[src/rtl/div_unit.sv]
// Iterative RV32M divide/remainder unit: restoring division, one quotient bit per clock.
// Divide-by-zero and signed overflow bypass the iteration and complete in one cycle.
module div_unit #(
  parameter int XLEN = 32
) (
  input  logic            CLK,
  input  logic            RESET,
  input  logic            START,
  input  logic            KILL,
  input  logic [2:0]      FUNCT3,
  input  logic [XLEN-1:0] OP_1,
  input  logic [XLEN-1:0] OP_2,
  output logic [XLEN-1:0] RESULT,
  output logic            BUSY,
  output logic            DONE
);

  localparam int CW = $clog2(XLEN);
  localparam logic [XLEN-1:0] MIN_INT = {1'b1, {(XLEN-1){1'b0}}};

  typedef enum logic [1:0] {
    S_IDLE,
    S_CALC,
    S_DONE
  } state_t;

  state_t          state_q, state_nxt;
  logic [CW-1:0]   count_q;
  logic [XLEN-1:0] dvd_q, dsr_q, rem_q, quo_q;
  logic            sel_rem_q, neg_q_q, neg_r_q;
  logic [XLEN-1:0] result_q;

  logic            funct3_unused;
  logic            is_signed;
  logic [XLEN-1:0] mag_1, mag_2;
  logic            div_zero, ovf, fast;
  logic [XLEN-1:0] fast_result;
  logic            accept;

  logic [XLEN:0]   rem_shift, diff;
  logic            q_bit;
  logic [XLEN-1:0] rem_nxt, quo_nxt, final_result;

  assign funct3_unused = FUNCT3[2];

  // Operand conditioning at accept time
  assign is_signed   = ~FUNCT3[0];
  assign mag_1       = (is_signed && OP_1[XLEN-1]) ? -OP_1 : OP_1;
  assign mag_2       = (is_signed && OP_2[XLEN-1]) ? -OP_2 : OP_2;
  assign div_zero    = (OP_2 == '0);
  assign ovf         = is_signed && (OP_1 == MIN_INT) && (OP_2 == '1);
  assign fast        = div_zero || ovf;
  assign fast_result = div_zero ? (FUNCT3[1] ? OP_1 : '1)
                                : (FUNCT3[1] ? '0   : MIN_INT);

  // One restoring step; partial remainder stays below divisor, so bit XLEN of diff is the borrow
  assign rem_shift    = {rem_q, dvd_q[XLEN-1]};
  assign diff         = rem_shift - {1'b0, dsr_q};
  assign q_bit        = ~diff[XLEN];
  assign rem_nxt      = q_bit ? diff[XLEN-1:0] : rem_shift[XLEN-1:0];
  assign quo_nxt      = {quo_q[XLEN-2:0], q_bit};
  assign final_result = sel_rem_q ? (neg_r_q ? -rem_nxt : rem_nxt)
                                  : (neg_q_q ? -quo_nxt : quo_nxt);

  always_ff @(posedge CLK or posedge RESET) begin
    if (RESET) state_q <= S_IDLE;
    else       state_q <= state_nxt;
  end

  always_comb begin
    state_nxt = state_q;
    accept    = 1'b0;
    unique case (state_q)
      S_IDLE, S_DONE: begin
        if (START) begin
          accept    = 1'b1;
          state_nxt = fast ? S_DONE : S_CALC;
        end else begin
          state_nxt = S_IDLE;
        end
      end
      S_CALC: begin
        if (count_q == '0) state_nxt = S_DONE;
      end
      default: state_nxt = S_IDLE;
    endcase
    if (KILL) begin
      state_nxt = S_IDLE;
      accept    = 1'b0;
    end
  end

  always_ff @(posedge CLK or posedge RESET) begin
    if (RESET) begin
      count_q   <= '0;
      dvd_q     <= '0;
      dsr_q     <= '0;
      rem_q     <= '0;
      quo_q     <= '0;
      sel_rem_q <= 1'b0;
      neg_q_q   <= 1'b0;
      neg_r_q   <= 1'b0;
      result_q  <= '0;
    end else if (accept) begin
      sel_rem_q <= FUNCT3[1];
      neg_q_q   <= is_signed && (OP_1[XLEN-1] ^ OP_2[XLEN-1]);
      neg_r_q   <= is_signed && OP_1[XLEN-1];
      dvd_q     <= mag_1;
      dsr_q     <= mag_2;
      rem_q     <= '0;
      quo_q     <= '0;
      count_q   <= CW'(XLEN-1);
      if (fast) result_q <= fast_result;
    end else if (state_q == S_CALC && !KILL) begin
      rem_q <= rem_nxt;
      quo_q <= quo_nxt;
      dvd_q <= {dvd_q[XLEN-2:0], 1'b0};
      if (count_q == '0) result_q <= final_result;
      else               count_q  <= count_q - 1'b1;
    end
  end

  assign RESULT = result_q;
  assign BUSY   = (state_q == S_CALC);
  assign DONE   = (state_q == S_DONE);

endmodule
[config.mk]
export PLATFORM = sky130hd
export DESIGN_NAME = div_unit
export DESIGN_NICKNAME = d
export VERILOG_FILES = /design/src/rtl/div_unit.sv
export SDC_FILE = /design/constraint.sdc
export NUM_CORES = 1
export LEC_CHECK = 0
export CORE_UTILIZATION = 54
export DETAILED_ROUTE_END_ITERATION = 6
export GPL_TIMING_DRIVEN = 1
export HOLD_SLACK_MARGIN = 0.08
export PLACE_DENSITY = 0.73
export REMOVE_ABC_BUFFERS = 1
export SLEW_MARGIN = 20
export SYNTH_ARGS = -nofsm -noshare
export SYNTH_HDL_FRONTEND = slang
export SYNTH_SLANG_ARGS = --single-unit
[constraint.sdc]
create_clock -name CLK -period 6.35 [get_ports CLK]
set_input_delay 0.635 -clock CLK [delete_from_list [all_inputs] [get_ports CLK]]
set_output_delay 0.635 -clock CLK [all_outputs]
set_load 0.02 [all_outputs]
# --- After elaboration in Yosys (flattened, before gate mapping) ---
# Index checks and enable logic that the tools add are counted.
op_classes:
  addsub: 6
  n_eq_ne: 7
  mux: 30
  bitwise: 3
  n_reduce_logical: 16
ops:
  columns: ["op", "n"]
  rows:
  - ["two-way mux 32 bit", 17]
  - ["negator 32 bit", 4]
  - ["== test 32 bit, second input constant", 2]
  - ["two-way mux 31 bit", 2]
  - ["subtractor 33 x 32 -> 33 bit", 1]
  - ["logical NOT 32 bit", 1]
  - ["two-way mux 5 bit", 3]
  - ["two-way mux 2 bit", 4]
  - ["logical AND 1 bit", 6]
  - ["logical NOT 5 bit", 1]
  - ["subtractor 5 x 1 -> 5 bit, second input constant", 1]
  - ["!= test 2 bit, second input constant", 2]
  - ["case mux 2 bit (2 select lines)", 1]
  - ["nonzero test 2 bit", 2]
  - ["two-way mux 1 bit", 3]
  - ["!= test 3 x 2 -> 1 bit, second input constant", 1]
  - ["AND reduction 3 bit", 1]
  - ["== test 2 x 1 -> 1 bit, second input constant", 1]
  - ["== test 2 bit, second input constant", 1]
  - ["logical NOT 2 bit", 1]
  - ["NOT 1 bit", 2]
  - ["AND reduction 2 bit", 1]
  - ["OR reduction 2 bit", 1]
  - ["logical NOT 1 bit", 1]
  - ["2 further kinds", 2]
word_totals:
  reg_bits: 169
  wordCells: 72

# --- Logic depth before layout (Yosys ltp) ---
# Gate-level depths: netlist (run 1).
logic_depth:
  ltp_word: 8
  ltp_mapped: 24

# --- Worst setup path before layout (run 1) ---
# No wires, ideal clock.
synth_timing:
  path_kind: "register to register"
  start: "register dvd_q[31]"
  end: "register result_q[30] (netlist: RESULT[30])"
  setup_ps: 128
  arrival_ps: 5018
  required_time_ps: 6222
  setup_slack_ps: 1204
  stages_incl_launch_ff: 25
  synth_period_minus_slack_ps: 5146
  cell_sequence: "dfrtp_1 > inv_1 > ha_1 > inv_1 > fa_1 > a211oi_1 > nor2_1 > o21ai_1 > o2111ai_1 > a22oi_4 > buf_2 > buf_4 > buf_2 > buf_2 > nand2_1 > o21ai_0 > ha_1 > or3b_2 > nor3_1 > and3_1 > a41o_1 > nand3_1 > o41ai_1 > xor2_1 > o21ai_1"
synth_between:
  elab_chain_len: 8
  word_cells_on_any_way: 11
  cone_classes: "add/sub (3); mux (7); bitwise (1)"
synth_lines:
  columns: ["element", "line_no", "rtl"]
  rows:
  - ["start, declared", "29", "logic [XLEN-1:0] dvd_q, dsr_q, rem_q, quo_q;"]
  - ["start signal, assigned", "108", "dvd_q <= mag_1;"]
  - ["start signal, assigned", "117", "dvd_q <= {dvd_q[XLEN-2:0], 1'b0};"]
  - ["subtractor 33 x 32 -> 33 bit", "58", "assign diff = rem_shift - {1'b0, dsr_q};"]
  - ["two-way mux 32 bit / NOT 1 bit (equally long branches)", "60, 59", null]
  - ["negator 32 bit (on tied branches)", "62, 63", null]
  - ["two-way mux 32 bit (on tied branches)", "62, 63", null]
  - ["two-way mux 32 bit (*)", "62", "assign final_result = sel_rem_q ? (neg_r_q ? -rem_nxt : rem_nxt)"]
  - ["two-way mux 32 bit (*)", "118", "if (count_q == '0) result_q <= final_result;"]
  - ["two-way mux 32 bit (*)", "114", "end else if (state_q == S_CALC && !KILL) begin"]
  - ["two-way mux 32 bit (*)", "104", "end else if (accept) begin"]
  - ["end signal, assigned", "113", "if (fast) result_q <= fast_result;"]
  - ["end signal, assigned", "118", null]
  - ["end, declared", "31", "logic [XLEN-1:0] result_q;"]
# Mark *: on every way between the ends. The rest lies on a longest branch, timed or not. The select of a mux whose other input is x is not followed.
# A chain may end at the register's enable or synchronous reset.

# --- Worst setup path in the final report (run 1) ---
layout_timing:
  start: "register dvd_q[31]"
  end: "register result_q[28] (netlist: RESULT[28])"
# The elaborated chain is that of the path after synthesis.

==> out/metrics.cfg, run 1 <==
[run_status]
status = finished clean

[clock_network]
htreeDepth = 4
clock-sinks = 169
root_buffer = clkbuf_16
cts_resized = 0
cts_tree = built
postCtsSetupBuffers = 0
clock_latency_ps = 440
clkTransAtPathRegs_ps = 70
hold_buffers = 0
cts_buffers = 17
clk_path_buf_depth = 2

[detailed_routing]
ant_nets = 0
drtIter0Drc = 1084
vias = 11984
totalWireLength_um = 36900
viasPerCell = 6.27
wl_per_cell_um = 19.3
dr.pass1.iters = 5
drc = 0

[cells_and_area]
diodes = 0
final_nets = 1695
layout_commonest_cell = nand2_1
final_layout_size_suffix_gt1_share_pct = 5.20
final_cell_mix = nand2_1, o21ai_0, dfrtp_1
syn2layout_area_growth_pct = 14.2
design_area_sq_um = 14400

[sta]
whs_ps = 484
rsz0062_at_grt = false
skew_ps = 11.6
hold_viol_final = 0
min_period_over_period_pct = 89.5
fmax_mhz = 176
finalMaxSlewViolations = 0
fin_tns_setup_ps = 0
period_minus_slack_ps = 5680
setup_viol = 0
max_slew_margin_pct = 30.2
worst_slew_pin_slew_ps = 1050

[critical_path]
crit_path_max_fanout = 8
crit_type = reg -> reg
crit_path_start = dvd_q[31]
r2r-start = dvd_q[31]
timing.rr.end = RESULT[28]
crit_end = RESULT[28]
crit_path_end_kind = register
required_ps = 6670
ff2ff_path_depth = 18
rrSetupSlack_ps = 670
worstPathArrival_ps = 6000
start_kind = register

[grt]
grt_pass1_vias = 11248
grt_first_pass_wirelength_um = 59500
grt_overflow = 0
grt_max_degree = 109
antenna_found_initial = 0
grt_usage_pct = 31.5

[synthesis]
ys_seq_area_share_pct = 33.6
yosys_warnings = 0
synth_compound_area_share_pct = 26.6
avgSynthCellArea_sq_um = 8.17
synthMuxAreaShare_pct = 2.11
synth_xor_area_share_pct = 9.87
syn_inst = 1542
synth-edff-count = 0
synth_async_sr_flop_share_pct = 100
ys_ff_latch = 169
synth_cell_type_count = 85
synth-main-ff-cell = dfrtp_1
synth_top_family_by_area = compound AO/OA/AOI/OAI gates
yosys.area_share.simple_pct = 19.0
synthesis.area_sq_um = 12600
synthAdderAreaFrac_pct = 4.03

[placement]
place_hpwl_um = 26500
port_buffers = 103
place_congestion = 0.914
placed_cell_area_sq_um = 13800

[power_and_ir_drop]
leakage_nw = 6.00
ir_drop_mv = 0.377
p_per_area_nw_per_um2 = 473
p_total_w = 0.00680

[floorplanning]
pin_count = 105
die_y_um = 155
initial_core_util_pct = 55.3
core_area_sq_um = 22800
core.rowCount = 55
die_area_sq_um = 23900
dieWidth_um = 155

[min_path]
hold_path.class = reg -> reg

[flow_run]
cap_viol_max_count = 0

[worst min path at each step]
stage / depth (start not counted) / from / to
floorplan: 2 / dvd_q[0] / dvd_q[0]
global placement: 2 / quo_q[0] / quo_q[0]
detailed placement: 2 / dsr_q[10] / dsr_q[10]
CTS: 2 / dsr_q[11] / dsr_q[11]
global route: 2 / dsr_q[30] / dsr_q[30]
finish: 2 / dsr_q[14] / dsr_q[14]
[where the power goes]
group	internal (W)	switching, W	leakage (nW)
Sequential	0.00128	0.000231	2.20
Combinational	0.00157	0.00263	3.50
Clock	0.000565	0.000514	0.297
[synthesized netlist by cell type, types with 12 or more instances]
library cell | n | area, sq um
nand2_1 | 231 | 867
o21ai_0 | 177 | 886
dfrtp_1 | 169 | 4230
nor2_1 | 101 | 379
a21oi_1 | 72 | 360
clkbuf_1 | 72 | 270
xnor2_1 | 72 | 631
xor2_1 | 70 | 613
inv_1 | 55 | 206
ha_1 | 39 | 488
a22o_1 | 36 | 315
a31oi_1 | 36 | 225
o31ai_1 | 32 | 240
nor3_1 | 26 | 130
nand3_1 | 22 | 110
nor4_1 | 22 | 138
o211ai_1 | 22 | 165
mux2i_1 | 21 | 210
or3_1 | 20 | 125
a22oi_1 | 18 | 135
nand4_1 | 17 | 106
nand2b_1 | 15 | 93.8
buf_2 | 13 | 65.1
or4_1 | 12 | 90.1
[worst max-delay path, stage by stage (launching register included)]
cell,delay [ps]
dfrtp_1,480
inv_1,90
ha_1,160
inv_1,50
fa_1,420
a211oi_1,350
nor2_1,130
o21ai_1,330
o2111ai_1,220
a22oi_4,360
mux2i_1,320
ha_1,270
or3b_2,470
mux2_2,290
nor4_1,580
nand4_1,280
nor3_1,320
mux2i_1,150
a221o_1,270
[cell type report]
cell class | count | area, sq um
clock buffer | 17 | 425
clock inverter | 15 | 179
fill | 2035 | 8390
inverter | 58 | 225
multi-input combinational | 1221 | 7800
sequential | 169 | 4230
tap | 313 | 392
timing repair buffer | 117 | 1140
[kinds of logic after synthesis]
group / count (synthesis)
fa+ha+maj: 40
mux: 26
xor+xnor: 142
compound gates: 502
simple gates: 511
buf+inv: 152
flops: 169
[stage by stage]
step	utilization (%)	setup slack, ps	cells
floorplan	-	302	1448
global placement	60.5	860	1878
detailed placement	60.5	836	1878
CTS	63.1	813	1910
global route	63.2	448	1910
finish	63.2	669	1910
[flip-flops by register name, summed over array words and instances (netlist names)]
register and count:
state_q 2, quo_q 31, dsr_q 32, neg_q_q 1, RESULT 32, count_q 5
rem_q 32, dvd_q 32, sel_rem_q 1, neg_r_q 1
[per-layer routing]
layer  global-route usage (%)  up-vias  wire, um
met5                        0        -         0
met4                     9.15        0       768
met2                     51.3      432     17300
li1                         -     5683         -
met1                     43.4     5827     16500
met3                     4.79       42      2270
No activity file was read; power rests on OpenSTA's default activity.
==> inputs of run 2 (changes only) <==
SLEW_MARGIN = 15   (was 20)
==> out/metrics.cfg, run 2 (synthesis gave the netlist of run 1 again) <==
[sta]
whs_ps = 484  ; unchanged
hold_viol_final = 0  ; unchanged
finalMaxSlewViolations = 0  ; unchanged
setup_viol = 0  ; unchanged
min_period_over_period_pct = 89.5  ; about the same
rsz0062_at_grt = false
fmax_mhz = 176  ; about the same
worst_slew_pin_slew_ps = 1040  ; -7.35 ps
period_minus_slack_ps = 5690  ; +4.97 ps
max_slew_margin_pct = 30.7  ; +0.49 points
skew_ps = 11.6  ; -0.000400 ps
fin_tns_setup_ps = 0  ; unchanged

[clock_network]
clock-sinks = 169  ; unchanged
postCtsSetupBuffers = 0  ; unchanged
clk_path_buf_depth = 2  ; unchanged
htreeDepth = 4  ; unchanged
cts_tree = built
hold_buffers = 0  ; unchanged
root_buffer = clkbuf_16
clock_latency_ps = 440  ; about the same
cts_resized = 0  ; unchanged
cts_buffers = 17  ; unchanged
clkTransAtPathRegs_ps = 70  ; about the same

[detailed_routing]
drc = 0  ; unchanged
wl_per_cell_um = 19.3  ; about the same
totalWireLength_um = 36900  ; about the same
vias = 11979  ; -0.042%
viasPerCell = 6.27  ; about the same
drtIter0Drc = 1084  ; unchanged
ant_nets = 0  ; unchanged
dr.pass1.iters = 5  ; unchanged

[critical_path]
crit_path_end_kind = register
required_ps = 6670  ; about the same
cp_slowest_stage_delay_ps = 580  ; about the same
crit_buf_inv = 2  ; unchanged
crit_path_max_fanout = 8  ; unchanged
crit_type = reg -> reg
worstPathArrival_ps = 6010  ; about the same
slowest_stage = nor4_1
crit_chain = inv_1 > ha_1 > inv_1 > fa_1 > a211oi_1 > nor2_1 > o21ai_1 > o2111ai_1 > a22oi_4 > mux2i_1 > ha_1 > or3b_2 > mux2_2 > nor4_1 > nand4_1 > nor3_1 > mux2i_1 > a221o_1
rrSetupSlack_ps = 660  ; about the same
start_kind = register
cp_top_family = simple AND/OR/NAND/NOR gates

[min_path]
hold_path.class = reg -> reg

[floorplanning]
initial_core_util_pct = 55.3  ; unchanged
die_area_sq_um = 23900  ; unchanged
dieWidth_um = 155  ; unchanged
core.rowCount = 55  ; unchanged
die_y_um = 155  ; unchanged
pin_count = 105  ; unchanged
core_area_sq_um = 22800  ; unchanged

[cells_and_area]
final_cell_mix = nand2_1, o21ai_0, dfrtp_1
syn2layout_area_growth_pct = 14.1  ; about the same
diodes = 0  ; unchanged
final_layout_size_suffix_gt1_share_pct = 5.20  ; unchanged
final_nets = 1695  ; unchanged
layout_commonest_cell = nand2_1

[power_and_ir_drop]
p_total_w = 0.00680  ; about the same
leakage_nw = 5.99  ; about the same
p_per_area_nw_per_um2 = 473  ; about the same
ir_drop_mv = 0.377  ; about the same

[grt]
grt_first_pass_wirelength_um = 59500  ; unchanged
grt_max_degree = 109  ; unchanged
antenna_found_initial = 0  ; unchanged
grt_pass1_vias = 11248  ; unchanged
grt_usage_pct = 31.5  ; unchanged
grt_overflow = 0  ; unchanged

[placement]
port_buffers = 103  ; unchanged
place_hpwl_um = 26500  ; unchanged
place_congestion = 0.914  ; unchanged

[run_status]
status = finished clean

[flow_run]
cap_viol_max_count = 0  ; unchanged

run 2: cell types whose count changed in the layout (fill, tap and decap cells not counted):
cell / before / now
inv_6: 4 / 5
inv_8: 4 / 3
run 2: per-layer routing:
layer	part of all wire, %	global-route usage (%)
met2	47	51.3
met5	0	0
met3	6.1	4.79
met1	45	43.4
met4	2.1	9.15
run 2: worst paths after layout:
path                       startpoint         end  cells after the start
max reg2reg                 dvd_q[31]  RESULT[28]                     18
max                         dvd_q[31]  RESULT[28]                     18
max in group asynchronous       RESET    rem_q[9]                      3
min in group asynchronous       RESET   rem_q[30]                      2
min reg2reg                 dsr_q[14]   dsr_q[14]                      2
min                         dsr_q[14]   dsr_q[14]                      2
run 2: per-stage QoR:
stage,setup WS [ps],util [%],std cells,area [sq um]
floorplan,302,-,1448,12200
global placement,860,60.5,1878,13800
detailed placement,836,60.5,1878,13800
CTS,813,63.1,1910,14400
global route,448,63.1,1910,14400
finish,664,63.1,1910,14400
run 2: area by class of cell:
class	instances	area, sq um
Timing Repair Buffer	117	1140
Fill cell	2037	8400
Multi-Input combinational cell	1221	7800
Clock inverter	15	179
Sequential cell	169	4230
Clock buffer	17	425
Inverter	58	223
Tap cell	313	392
run 2: power by group:
part	switching [W]	total, W	internal (W)
Combinational	0.00263	0.00420	0.00157
Sequential	0.000231	0.00152	0.00128
Clock	0.000513	0.00108	0.000565
run 2: worst reg2reg max path, stage by stage, from the launching register on:
cell and delay (ps):
dfrtp_1 480, inv_1 100, ha_1 160, inv_1 50
fa_1 420, a211oi_1 350, nor2_1 130, o21ai_1 330
o2111ai_1 220, a22oi_4 370, mux2i_1 330, ha_1 270
or3b_2 470, mux2_2 290, nor4_1 580, nand4_1 290
nor3_1 320, mux2i_1 150, a221o_1 270
==> inputs of run 3 (changes only) <==
CORE_UTILIZATION = 45   (was 54)
PLACE_DENSITY = 0.62   (was 0.73)
==> out/metrics.cfg, run 3 (synthesis gave the netlist of run 1 again) <==
[run_status]
status = finished clean

[flow_run]
cap_viol_max_count = 0  ; unchanged

[clock_network]
clock_latency_ps = 450  ; about the same
cts_buffers = 17  ; unchanged
postCtsSetupBuffers = 0  ; unchanged
clkTransAtPathRegs_ps = 70  ; about the same
cts_tree = built
htreeDepth = 4  ; unchanged
hold_buffers = 0  ; unchanged
clk_path_buf_depth = 2  ; unchanged
root_buffer = clkbuf_16
clock-sinks = 169  ; unchanged
cts_resized = 0  ; unchanged

[sta]
fin_tns_setup_ps = 0  ; unchanged
period_minus_slack_ps = 5680  ; -3.38 ps
finalMaxSlewViolations = 0  ; unchanged
min_period_over_period_pct = 89.5  ; about the same
hold_viol_final = 0  ; unchanged
setup_viol = 0  ; unchanged
skew_ps = 16.9  ; +5.27 ps
whs_ps = 482  ; -2.50 ps
rsz0062_at_grt = false
max_slew_margin_pct = 19.4  ; -11 points
worst_slew_pin_slew_ps = 1200  ; +158 ps
fmax_mhz = 176  ; about the same

[critical_path]
crit_path_end_kind = register
required_ps = 6670  ; about the same
start_kind = register
worstPathArrival_ps = 6010  ; about the same
r2r-start = dvd_q[31]
timing.rr.end = RESULT[28]
crit_type = reg -> reg
ff2ff_path_depth = 18  ; unchanged
crit_path_max_fanout = 6  ; -2
rrSetupSlack_ps = 670  ; about the same

[detailed_routing]
drtIter0Drc = 941  ; -13%
dr.pass1.iters = 5  ; unchanged
viasPerCell = 5.97  ; -4.8%
wl_per_cell_um = 19.0  ; -1.4%
totalWireLength_um = 37400  ; +1.5%
ant_nets = 0  ; unchanged
vias = 11743  ; -2.0%
drc = 0  ; unchanged

[cells_and_area]
diodes = 0  ; unchanged
final_nets = 1694  ; -0.059%
instances_no_fill = 1967  ; +3.0%
fill_cells = 2622  ; +29%
final_layout_size_suffix_gt1_share_pct = 5.08  ; -0.12 points
layout_commonest_cell = nand2_1
syn2layout_area_growth_pct = 14.5
final_cell_mix = nand2_1, o21ai_0, dfrtp_1

[grt]
grt_usage_pct = 27.1  ; -4.4 points
grt_pass1_vias = 11180  ; -0.60%
antenna_found_initial = 0  ; unchanged
grt_overflow = 0  ; unchanged
grt_max_degree = 109  ; unchanged
grt_first_pass_wirelength_um = 61200  ; +2.9%

[floorplanning]
initial_core_util_pct = 46.4  ; -9.0 points
dieWidth_um = 169  ; +9.4%
die_y_um = 169  ; +9.4%
die_area_sq_um = 28700  ; +20%
core_area_sq_um = 27200  ; +19%
core.rowCount = 60  ; +9.1%
pin_count = 105  ; unchanged

[min_path]
worstHoldStart = dsr_q[22]
hold-path-cell-count = 2  ; unchanged
hold_path.class = reg -> reg
hold_end = dsr_q[22]

[power_and_ir_drop]
p_per_area_nw_per_um2 = 469  ; -0.70%
ir_drop_mv = 0.245  ; -35%
leakage_nw = 5.97  ; -0.42%

[placement]
place_inst = 1936  ; +3.1%
port_buffers = 103  ; unchanged
place_congestion = 0.905  ; -0.92%
place_hpwl_um = 27200  ; +2.5%

[run 3: cell types whose count changed in the layout (fill, tap and decap cells not counted), sizes merged]
cell,delta
buf,-1
clkinv,-4
clkinvlp,+3
[run 3: worst max path at each step]
stage	startpoint	endpoint	slack (ps)	cells past startpoint
2_1_floorplan	state_q[0]	dvd_q[19]	300	5
4_1_cts	dvd_q[31]	RESULT[28]	760	18
3_3_place_gp	dvd_q[31]	RESULT[28]	810	18
6_report	dvd_q[31]	RESULT[28]	670	18
5_1_grt	dvd_q[31]	RESULT[28]	240	18
3_5_place_dp	dvd_q[31]	RESULT[28]	810	18
[run 3: worst max-delay path, cell delays in order, from the launching register on]
cell	delay, ps
dfrtp_1	500
inv_1	100
ha_1	170
inv_1	60
fa_1	420
a211oi_1	370
nor2_1	130
o21ai_1	310
o2111ai_1	230
a22oi_4	300
mux2i_1	310
ha_1	260
or3b_2	470
mux2_2	290
nor4_1	650
nand4_1	260
nor3_1	340
mux2i_1	120
a221o_1	270
[run 3: final cells by class]
| type | count | area, sq um | share of cell area, % |
|---|---|---|---|
| well taps | 372 | 465 | 3.23 |
| flip-flops and latches | 169 | 4230 | 29.3 |
| clock buffers | 17 | 425 | 2.95 |
| inverters | 58 | 223 | 1.54 |
| clock inverters | 14 | 160 | 1.11 |
| multi-input cells | 1221 | 7800 | 54.0 |
| repair buffers | 116 | 1130 | 7.82 |
[run 3: through the flow]
| stage | util (%) | power (W) | area, sq um | setup WS [ps] |
|---|---|---|---|---|
| global route | 53.1 | 0.00731 | 14400 | 239 |
| CTS | 53.1 | 0.00674 | 14400 | 758 |
| finish | 53.1 | 0.00677 | 14400 | 668 |
| detailed placement | 50.9 | 0.00566 | 13800 | 807 |
| global placement | 50.9 | 0.00561 | 13800 | 807 |
| floorplan | - | 0.00460 | 12200 | 302 |
[run 3: layer usage]
metal / track usage [%] / wire length (um)
met1: 38.7 / 17900
met2: 42.9 / 17200
met3: 3.59 / 1620
met4: 6.93 / 689
met5: 1.57 / 57
[run 3: report_power, final]
group | internal (W) | leakage, nW | total [W] | switching [W]
Combinational | 0.00157 | 3.50 | 0.00420 | 0.00263
Sequential | 0.00128 | 2.20 | 0.00150 | 0.000218
Clock | 0.000557 | 0.277 | 0.00107 | 0.000514
